File: config.mk
export PLATFORM = sky130hd
export DESIGN_NAME = reorder_buffer
export DESIGN_NICKNAME = d
export VERILOG_FILES = /design/src/rtl/tomasulo_pkg.sv /design/src/rtl/reorder_buffer.sv
export SDC_FILE = /design/constraint.sdc
export NUM_CORES = 1
export LEC_CHECK = 0
export CORE_ASPECT_RATIO = 1.25
export CORE_MARGIN = 3
export CORE_UTILIZATION = 30
export CTS_BUF_LIST = sky130_fd_sc_hd__clkbuf_4 sky130_fd_sc_hd__clkbuf_8 sky130_fd_sc_hd__clkbuf_16
export DETAILED_ROUTE_END_ITERATION = 10
export PLACE_DENSITY = 0.43
export SYNTH_ARGS = -nofsm -noshare
export SYNTH_HDL_FRONTEND = slang
export SYNTH_SLANG_ARGS = --single-unit
File: constraint.sdc
create_clock -name clk1 -period 4.95 [get_ports clk1]
set_input_delay 0.99 -clock clk1 [delete_from_list [all_inputs] [get_ports clk1]]
set_output_delay 0.99 -clock clk1 [all_outputs]
set_load 0.005 [all_outputs]
File: src/rtl/tomasulo_pkg.sv
// Shared definitions for the Tomasulo core: opcode encodings, default ROB geometry,
// the ROB entry record and opcode classification helpers.
package tomasulo_pkg;

    localparam int ROB_DEPTH = 8;
    localparam int ROB_IDX_W = 3;
    localparam int DATA_W    = 16;
    localparam int REG_W     = 4;

    localparam logic [3:0] FUNC_ADD   = 4'b0000;
    localparam logic [3:0] FUNC_SUB   = 4'b0001;
    localparam logic [3:0] FUNC_MUL   = 4'b0010;
    localparam logic [3:0] FUNC_DIV   = 4'b0011;
    localparam logic [3:0] FUNC_LOAD  = 4'b0100;
    localparam logic [3:0] FUNC_STORE = 4'b0101;
    localparam logic [3:0] FUNC_BEQ   = 4'b0110;
    localparam logic [3:0] FUNC_BNE   = 4'b0111;

    typedef struct packed {
        logic              busy;
        logic              done;
        logic              mispredict;
        logic [3:0]        func;
        logic [REG_W-1:0]  rd;
        logic [DATA_W-1:0] data;
    } rob_entry_t;

    // Arithmetic ops and loads update the register bank; stores, branches and
    // the undefined 1xxx codes do not.
    function automatic logic writes_reg(input logic [3:0] func);
        return func <= FUNC_LOAD;
    endfunction

    function automatic logic is_branch(input logic [3:0] func);
        return (func == FUNC_BEQ) || (func == FUNC_BNE);
    endfunction

endpackage

File: src/rtl/reorder_buffer.sv
// In-order commit stage: hands out ROB indices at dispatch, captures CDB results,
// retires the head entry in program order and flushes on a mispredicted branch.
module reorder_buffer #(
    parameter int DEPTH  = 8,
    parameter int IDX_W  = 3,
    parameter int DATA_W = 16,
    parameter int REG_W  = 4
) (
    input  logic              clk1,
    input  logic              rst_n,
    input  logic              alloc_valid,
    input  logic [3:0]        alloc_func,
    input  logic [REG_W-1:0]  alloc_rd,
    output logic              alloc_ready,
    output logic [IDX_W-1:0]  alloc_idx,
    input  logic              cdb_valid,
    input  logic [IDX_W-1:0]  cdb_rob_ind,
    input  logic [DATA_W-1:0] cdb_data,
    input  logic              cdb_mispredict,
    input  logic [IDX_W-1:0]  lookup_idx,
    output logic              lookup_ready,
    output logic [DATA_W-1:0] lookup_data,
    output logic              commit_valid,
    output logic              commit_we,
    output logic [REG_W-1:0]  commit_rd,
    output logic [DATA_W-1:0] commit_data,
    output logic [IDX_W-1:0]  commit_rob_ind,
    output logic              flush,
    output logic [IDX_W:0]    count
);

    import tomasulo_pkg::writes_reg;
    import tomasulo_pkg::is_branch;

    localparam int CW = IDX_W + 1;
    localparam logic [IDX_W:0] FULL_CNT = CW'(DEPTH);

    logic [DEPTH-1:0]  busy_q;
    logic [DEPTH-1:0]  done_q;
    logic [DEPTH-1:0]  misp_q;
    logic [3:0]        func_q [DEPTH];
    logic [REG_W-1:0]  rd_q   [DEPTH];
    logic [DATA_W-1:0] data_q [DEPTH];

    logic [IDX_W-1:0]  head_q, head_d;
    logic [IDX_W-1:0]  tail_q, tail_d;
    logic [IDX_W:0]    count_q, count_d;

    logic              commit_valid_q;
    logic              commit_we_q;
    logic [REG_W-1:0]  commit_rd_q;
    logic [DATA_W-1:0] commit_data_q;
    logic [IDX_W-1:0]  commit_rob_ind_q;
    logic              flush_q;

    logic commit_fire;
    logic flush_now;
    logic alloc_rdy;
    logic alloc_fire;
    logic cdb_wr;

    // Dispatch handshake: an entry is taken on a rising edge where alloc_valid and
    // alloc_ready are both high; alloc_idx names that entry. alloc_ready never
    // depends on alloc_valid, and a slot freed by commit is reusable only next cycle.
    always_comb begin
        commit_fire = busy_q[head_q] && done_q[head_q];
        flush_now   = commit_fire && is_branch(func_q[head_q]) && misp_q[head_q];
        alloc_rdy   = (count_q < FULL_CNT) && !flush_now;
        alloc_fire  = alloc_valid && alloc_rdy;
        cdb_wr      = cdb_valid && busy_q[cdb_rob_ind] && !flush_now;

        head_d  = commit_fire ? head_q + IDX_W'(1) : head_q;
        tail_d  = alloc_fire ? tail_q + IDX_W'(1) : tail_q;
        count_d = count_q + CW'(alloc_fire) - CW'(commit_fire);
        if (flush_now) begin
            head_d  = '0;
            tail_d  = '0;
            count_d = '0;
        end
    end

    // A stored result wins over a same-cycle CDB broadcast to the same entry.
    always_comb begin
        lookup_ready = 1'b0;
        lookup_data  = '0;
        if (done_q[lookup_idx]) begin
            lookup_ready = 1'b1;
            lookup_data  = data_q[lookup_idx];
        end else if (cdb_valid && (cdb_rob_ind == lookup_idx)) begin
            lookup_ready = 1'b1;
            lookup_data  = cdb_data;
        end
    end

    always_ff @(posedge clk1 or negedge rst_n) begin
        if (!rst_n) begin
            busy_q  <= '0;
            done_q  <= '0;
            misp_q  <= '0;
            for (int i = 0; i < DEPTH; i++) begin
                func_q[i] <= '0;
                rd_q[i]   <= '0;
                data_q[i] <= '0;
            end
            head_q  <= '0;
            tail_q  <= '0;
            count_q <= '0;
        end else begin
            head_q  <= head_d;
            tail_q  <= tail_d;
            count_q <= count_d;
            if (flush_now) begin
                busy_q <= '0;
                done_q <= '0;
                misp_q <= '0;
            end else begin
                if (cdb_wr) begin
                    done_q[cdb_rob_ind] <= 1'b1;
                    data_q[cdb_rob_ind] <= cdb_data;
                    if (is_branch(func_q[cdb_rob_ind])) begin
                        misp_q[cdb_rob_ind] <= cdb_mispredict;
                    end
                end
                // The tail slot is never busy while allocation is allowed, so
                // this cannot collide with the CDB write above.
                if (alloc_fire) begin
                    busy_q[tail_q] <= 1'b1;
                    done_q[tail_q] <= 1'b0;
                    misp_q[tail_q] <= 1'b0;
                    func_q[tail_q] <= alloc_func;
                    rd_q[tail_q]   <= alloc_rd;
                end
                if (commit_fire) begin
                    busy_q[head_q] <= 1'b0;
                end
            end
        end
    end

    always_ff @(posedge clk1 or negedge rst_n) begin
        if (!rst_n) begin
            commit_valid_q   <= 1'b0;
            commit_we_q      <= 1'b0;
            commit_rd_q      <= '0;
            commit_data_q    <= '0;
            commit_rob_ind_q <= '0;
            flush_q          <= 1'b0;
        end else begin
            commit_valid_q <= commit_fire;
            commit_we_q    <= commit_fire && writes_reg(func_q[head_q]) && !flush_now;
            flush_q        <= flush_now;
            if (commit_fire) begin
                commit_rd_q      <= rd_q[head_q];
                commit_data_q    <= data_q[head_q];
                commit_rob_ind_q <= head_q;
            end
        end
    end

    assign alloc_ready    = alloc_rdy;
    assign alloc_idx      = tail_q;
    assign commit_valid   = commit_valid_q;
    assign commit_we      = commit_we_q;
    assign commit_rd      = commit_rd_q;
    assign commit_data    = commit_data_q;
    assign commit_rob_ind = commit_rob_ind_q;
    assign flush          = flush_q;
    assign count          = count_q;

endmodule

==> key figures, run 1 <==
Cells and area
  • Share of cells above drive strength 1: 37.2%
  • Finished Cell Area: 15500 sq um
  • Total Nets Final: ~1100
  • Synth-to-layout area growth: 18.9%
  • Final cell count without fillers: 1610

Timing
  • Fmax: 213 MHz
  • Clock Skew: around 0.015 ns
  • RSZ-0062 raised after global routing: no
  • Setup TNS Final: 0 ns
  • Final Max Tran Viols: 0
  • Final setup vio count: 0
  • Fin crit period: 4.69 ns
  • Slew @ Worst Pin: approximately 0.85 ns
  • Final hold violation count: 0
  • Tcrit/Tclk final: 94.8%
  • Headroom to the max-slew limit: a little over two fifths

Die
  • Starting density of the core: slightly above 30%
  • Ports: 86
  • Die Footprint: 46200 sq um
  • Die Wd: 193 um
  • Die H: roughly 240 um
  • Core ar.: 42600 sq um
  • FP Rows: between 80 and 90

Critical path
  • CP Launch Type: register
  • Required time worst endpoint: 3.96 ns
  • R2R Setup Slk: 1.00 ns
  • FF-to-FF End: count[1]
  • Worst r2r path cells: 11
  • CP max FO: 23
  • Reg2reg start: head_q[1]
  • Crit Path Class: register to output port
  • Crit path to: alloc_ready
  • CP Launch Point: head_q[1]
  • CP Capture Type: output port
  • Worst EP arrival: 3.70 ns

Yosys
  • Post-synth EDFFs: 0
  • Seq cells post-synth: 252
  • Syn. warnings: 0
  • Avg Cell Area, Syn: 13.8 sq um
  • Distinct cells, synth: 62
  • Seq/Total Area, Yosys: 48.2%
  • Synth Flop Type: dfrtp_1
  • Synth Instances: 947
  • Syn_nets: around 990
  • Mapped Area: around 13000 sq um
  • Synth async-reset ratio: 100%

Drt
  • Detailed router's first-iteration violation count: 415
  • Via count: 8473
  • WL per Instance: 24.1 um
  • Final wirelength: 38.9 mm
  • Post-route ant nets: 0
  • DRC viols: 0
  • Routed vias/inst: approximately 5.3
  • Total iterations of the first detailed-routing run: 4

CTS
  • Post-CTS Hold Fix Bufs: 0
  • Clk slew on worst S/H paths: roughly 0.060 ns
  • Clk_lat worst skew: 0.56 ns
  • Post-CTS Setup Repair Bufs: 0
  • TritonCTS Buffers: 29
  • Root Buffer Master: clkbuf_16
  • CTS sink count: 252
  • CTS tree: yes
  • # resized after CTS: 0
  • H-tree depth: 1
  • Clk buf depth: 3

Power
  • Total Power: 9.85 mW
  • Static leakage: roughly 6.4 nW
  • Max VDD drop: 0.260 mV
  • P per Cell Area: ~630 nW/um^2

GRT
  • Vias in the first global route: about 9000
  • GRT Util Overall: between 15 and 20%
  • Antenna violations before repair: 1
  • Grt ovf: 0
  • Pin count of the biggest net entering global routing: 102
  • First-pass GRT wire length: slightly below 60 mm

Placed design
  • IO Port Bufs: 85
  • Placed Instance Area: 14600 sq um
  • Dpl hpwl: around 24 mm
  • Placed insts: between 1500 and 2000
  • Gpl congestion: 0.786

Outcome
  • Status: completed

Job
  • Max-Cap Viols: 0

Hold path
  • Class of the worst hold path: primary input to async pin
==> worst min path at each step <==
stage | cells after the start | end | startpoint | slack, ns
after floorplan | 1 | rd_q[7] | rd_q[7] | 0.45
after global placement | 2 | commit_rob_ind[0] | commit_rob_ind[0] | 0.46
after detailed placement | 2 | commit_rob_ind[0] | commit_rob_ind[0] | 0.47
after CTS | 1 | commit_we | rst_n | 0.41
after global routing | 1 | commit_we | rst_n | 0.42
final | 1 | commit_we | rst_n | 0.39
==> kinds of logic after synthesis <==
logic type      synth area share (%)
simple gates                    7.62
xor+xnor                       0.536
mux                             34.9
compound gates                  5.17
buf+inv                         2.81
fa+ha+maj                      0.727
flops                           48.2
==> worst max-delay path, stage by stage (launching register included) <==
cell,delay [ns]
dfrtp_2,0.90
mux4_2,0.63
nor2_1,0.13
nor2_2,0.05
buf_4,0.16
inv_2,0.29
nand3_2,0.16
inv_4,0.27
nor2_1,0.07
clkdlybuf4s50_1,0.45
==> per-layer routing <==
layer / part of all wire [%] / GRT usage [%] / up-vias
met5: 0 / 0 / -
met2: 49 / 28.4 / 181
met3: 3.6 / 2.43 / 43
met4: 2.0 / 4.20 / 0
met1: 45 / 23.5 / 4509
li1: - / - / 3740
==> report_power, final <==
part,switching (mW),internal (mW)
Combinational,1.65,2.25
Clock,0.871,1.26
Sequential,0.804,3.01
Total,3.33,6.52
==> placed cells by master, fill, tap and decap left out, types with 4 or more instances in the layout <==
master,Yosys,routed
a211oi_1,6,6
mux2_4,30,30
dfrtp_1,252,249
nor2b_1,7,7
nand2b_1,6,6
o21ai_0,23,23
mux4_2,86,86
nor2_1,47,47
a21oi_1,8,8
xor2_1,4,4
clkbuf_16,0,29
nand3_1,25,25
inv_1,14,13
xnor2_1,4,4
ha_1,6,6
buf_4,2,32
a311oi_1,4,4
clkbuf_8,0,6
nand4_1,7,7
a31oi_1,27,27
nor3_1,10,9
clkdlybuf4s50_1,0,82
nand2_1,65,65
mux2_2,161,161
o41ai_1,4,4
nor3_4,6,6
mux2i_1,27,26
clkbuf_4,0,9
o32ai_1,4,4
==> cells in the mapped netlist (3+ instances only) <==
library cell  number  share of area [%]
clkbuf_1          28               0.80
xor2_1             4               0.27
o32ai_1            4               0.27
buf_2             16               0.61
mux4_2            86                 15
a21oi_1            8               0.31
a311oi_1           4               0.27
and2_1             3               0.14
nor3_1            10               0.38
nor2_1            47                1.3
nor2_2             3               0.14
dfrtp_1          252                 48
nand3_1           25               0.96
buf_6              5               0.43
nand4_1            7               0.33
nor2b_1            7               0.33
o41ai_1            4               0.27
buf_1             13               0.37
nand2_4            3               0.26
nand2b_1           6               0.29
xnor2_1            4               0.27
nand2_1           65                1.9
mux2_2           161                 14
a211oi_1           6               0.34
nor3_4             6               0.75
mux2i_1           27                2.1
mux2_4            30                3.4
o21ai_0           23               0.88
a22oi_1            3               0.17
inv_1             14               0.40
o31ai_1            3               0.17
ha_1               6               0.57
a31oi_1           27                1.3
mux2_1             3               0.26
==> sequential cells by signal, indices dropped and copies added, names as in the netlist, 3 cells and up <==
signal and flops:
done_q 8, count 4, rd_q 32, data_q 128, commit_data 16, commit_rd 4
commit_rob_ind 3, misp_q 8, busy_q 8, alloc_idx 3, head_q 3, func_q 32
==> final cells by class <==
class | instances | area, sq um
Tap cell | 559 | 699
Clock inverter | 4 | 45.0
Multi-Input combinational cell | 615 | 6420
Fill cell | 4111 | 27000
Antenna cell | 1 | 2.50
Sequential cell | 252 | 6310
Inverter | 16 | 62.6
Timing Repair Buffer | 119 | 1130
Clock buffer | 44 | 876
==> through the flow <==
stage / setup slack, ns / hold WS (ns) / utilization (%)
after floorplan: 1.29 / 0.452 / -
after global placement: 0.545 / 0.460 / 34.4
after detailed placement: 0.544 / 0.469 / 34.4
after CTS: 0.195 / 0.407 / 36.5
after global routing: 0.0941 / 0.421 / 36.5
final: 0.257 / 0.388 / 36.5
(Power assumes the default switching activity.)
==> inputs of run 2 (changes only) <==
Settings changed: GPL_ROUTABILITY_DRIVEN set to 0.
==> results of run 2 <==
No change in the layout: final DEF, timing and power equal those of run 1.
==> inputs of run 3 (changes only) <==
Settings changed: CELL_PAD_IN_SITES_DETAIL_PLACEMENT set to 1, CELL_PAD_IN_SITES_GLOBAL_PLACEMENT set to 2, GPL_TIMING_DRIVEN set to 0, PLACE_DENSITY 0.43 to 0.57.
==> run 3 against run 2 <==
Against the previous run:
- non-clock buffer count increased by 26
- clock skew increased by 0.0065 ns
- final area increased by 1.7%
- wire length increased by 11%
- setup slack got worse by 0.036 ns
- global-route usage increased by 2.0 points
- die area unchanged
- utilization increased by 0.63 points
- clock power increased by 19%
- sequential share of layout area decreased by 0.72 points
- critical endpoint is now lookup_data[4]
- largest cell class unchanged
- highest routed layer is now met5
==> key figures, run 3 (synthesized netlist as in run 1, its figures left out) <==
Cells and area
  • Most frequent cells in the layout: dfrtp_1 (252), mux2_2 (161), mux4_2 (86) (was dfrtp_1 (249), mux2_2 (161), mux4_2 (86))
  • Layout fillers: 4441 (was 4111)
  • Share of cells above drive strength 1: 36.1% (was 37.2%)
  • Top Registers: data_q: 128 flops, func_q: 32 flops, rd_q: 32 flops (unchanged)
  • Diodes inserted: 0 (was 1)
  • Commonest non-fill, non-tap cell in the layout: dfrtp_1 (unchanged)
  • Synth-to-layout area growth: 20.9% (was 18.9%)
  • Area of the multi-input gates: 6430 sq um (was 6420 sq um)
  • Max reg flops: 128 (unchanged)
  • Biggest register: data_q (unchanged)
  • Finished Cell Area: 15800 sq um (was 15500 sq um)
  • Total Nets Final: 1102 (was 1075)
  • Storage cell area: 6310 sq um (about the same)

Timing
  • Headroom to the max-slew limit: 19.6% (was 43.2%)
  • Final Max Tran Viols: 0 (unchanged)
  • RSZ-0062 raised after global routing: no (unchanged)
  • Tcrit/Tclk final: 95.5% (was 94.8%)
  • Fin crit period: 4.73 ns (was 4.69 ns)
  • Final hold violation count: 0 (unchanged)
  • Final setup vio count: 0 (unchanged)
  • Slew @ Worst Pin: 1.21 ns (was 0.845 ns)
  • Fmax: 211 MHz (was 213 MHz)
  • Fin Hold WS: 0.366 ns (was 0.388 ns)
  • Clock Skew: 0.0212 ns (was 0.0147 ns)

Critical path
  • CP max FO: 10 (was 23)
  • Crit Path Class: primary input to output port (was register to output port)
  • CP Launch Type: primary input (was register)
  • CP Capture Type: output port (unchanged)
  • Required time worst endpoint: 3.96 ns (about the same)
  • Worst EP arrival: 3.74 ns (was 3.70 ns)

Drt
  • Routed vias/inst: 5.28 (was 5.26)
  • Via count: 8683 (was 8473)
  • Detailed router's first-iteration violation count: 395 (was 415)
  • Total iterations of the first detailed-routing run: 4 (unchanged)
  • DRC viols: 0 (unchanged)
  • Final wirelength: 43.2 mm (was 38.9 mm)
  • Post-route ant nets: 0 (unchanged)
  • WL per Instance: 26.3 um (was 24.1 um)

GRT
  • Vias in the first global route: 9619 (was 8895)
  • Antenna violations before repair: 1 (unchanged)
  • GRT Util Overall: 19.1% (was 17.1%)
  • First-pass GRT wire length: 64.9 mm (was 59.1 mm)
  • Pin count of the biggest net entering global routing: 114 (was 102)
  • Grt ovf: 0 (unchanged)

CTS
  • Clk slew on worst S/H paths: 0.06 ns (about the same)
  • Root Buffer Master: clkbuf_16 (unchanged)
  • Post-CTS Hold Fix Bufs: 0 (unchanged)
  • CTS sink count: 252 (unchanged)
  • Clk_lat worst skew: 0.57 ns (was 0.56 ns)
  • TritonCTS Buffers: 30 (was 29)
  • CTS tree: yes (unchanged)
  • Clk buf depth: 3 (unchanged)
  • H-tree depth: 1 (unchanged)

Placed design
  • Placed Instance Area: 14600 sq um (about the same)
  • IO Port Bufs: 80 (was 85)
  • Dpl hpwl: 29.1 mm (was 23.9 mm)

Power
  • P per Cell Area: 659 nW/um^2 (was 633 nW/um^2)
  • Static leakage: 6.53 nW (was 6.43 nW)
  • Max VDD drop: 0.315 mV (was 0.260 mV)

Job
  • Max-Cap Viols: 0 (unchanged)

Die
  • Ports: 86 (unchanged)
  • Die H: 239 um (unchanged)
  • FP Rows: 84 (unchanged)
  • Die Wd: 193 um (unchanged)
  • Starting density of the core: 30.7% (unchanged)
  • Core ar.: 42600 sq um (unchanged)
  • Die Footprint: 46200 sq um (unchanged)

Outcome
  • Status: completed (unchanged)

Hold path
  • Class of the worst hold path: primary input to async pin (unchanged)
## run 3: changes by cell type in the layout (fill, tap and decap cells not counted), moves of 5 or more
cell / previous run / this run
buf_1: 0 / 12
buf_2: 2 / 15
buf_4: 32 / 3
buf_6: 0 / 5
bufinv_16: 1 / 6
clkbuf_1: 0 / 22
clkbuf_2: 0 / 6
clkbuf_4: 9 / 3
## run 3: report_power, final
| group | internal (mW) | switching [mW] | total (mW) | leakage (nW) |
|---|---|---|---|---|
| registers | 3.01 | 0.679 | 3.69 | 3.09 |
| clock network | 1.60 | 0.925 | 2.53 | 0.561 |
| logic | 2.25 | 1.96 | 4.21 | 2.88 |
| total | 6.86 | 3.56 | 10.4 | 6.53 |
## run 3: path summary, 6_finish.rpt
check | from | to | slack, ns | depth (start not counted)
max | lookup_idx[1] | lookup_data[4] | 0.22 | 7
min | rst_n | func_q[14] | 0.37 | 1
max reg2reg | head_q[1] | count[1] | 0.76 | 13
min reg2reg | commit_rob_ind[0] | commit_rob_ind[0] | 0.47 | 2
max in group asynchronous | rst_n | data_q[51] | 3.59 | 2
min in group clk1 | commit_rob_ind[0] | commit_rob_ind[0] | 0.47 | 2
## run 3: cell type report
class	count	share of cell area (%)
clock inverter	13	1.41
sequential	252	39.9
tap	559	4.42
inverter	16	0.396
multi-input combinational	615	40.6
buffer	62	1.92
clock buffer	43	5.83
timing repair buffer	83	5.49
## run 3: routing by layer
| layer | up-vias | global-route usage (%) | wire length, um |
|---|---|---|---|
| li1 | 3801 | - | - |
| met1 | 4691 | 24.7 | 18600 |
| met2 | 140 | 34.4 | 22600 |
| met3 | 49 | 2.17 | 1330 |
| met4 | 2 | 3.67 | 665 |
| met5 | - | 0 | 13 |
## run 3: per-stage QoR
step	std cells	power (mW)	utilization, %	TNS, ns	setup WS [ns]
detailed placement	1588	8.01	34.4	-10.68	-0.882
floorplan	947	6.34	-	0	1.29
finish	1643	10.4	37.1	0	0.221
CTS	1643	10.6	37.1	0	0.126
global placement	1586	7.94	34.3	-2298.07	-9.10
global route	1643	11.1	37.1	0	0.0129
## run 3: critical path, stage by stage
cell	delay (ns)
buf_1	0.47
mux4_2	0.42
mux2i_2	0.51
clkbuf_2	0.43
nand3_1	0.11
o21ai_0	0.19
clkdlybuf4s50_1	0.60
## run 3: timing repair
item	CTS	global route
gates resized for setup	9	1
endpoints found under the setup margin	18	1
pin swaps	1	0
setup buffers	1	0
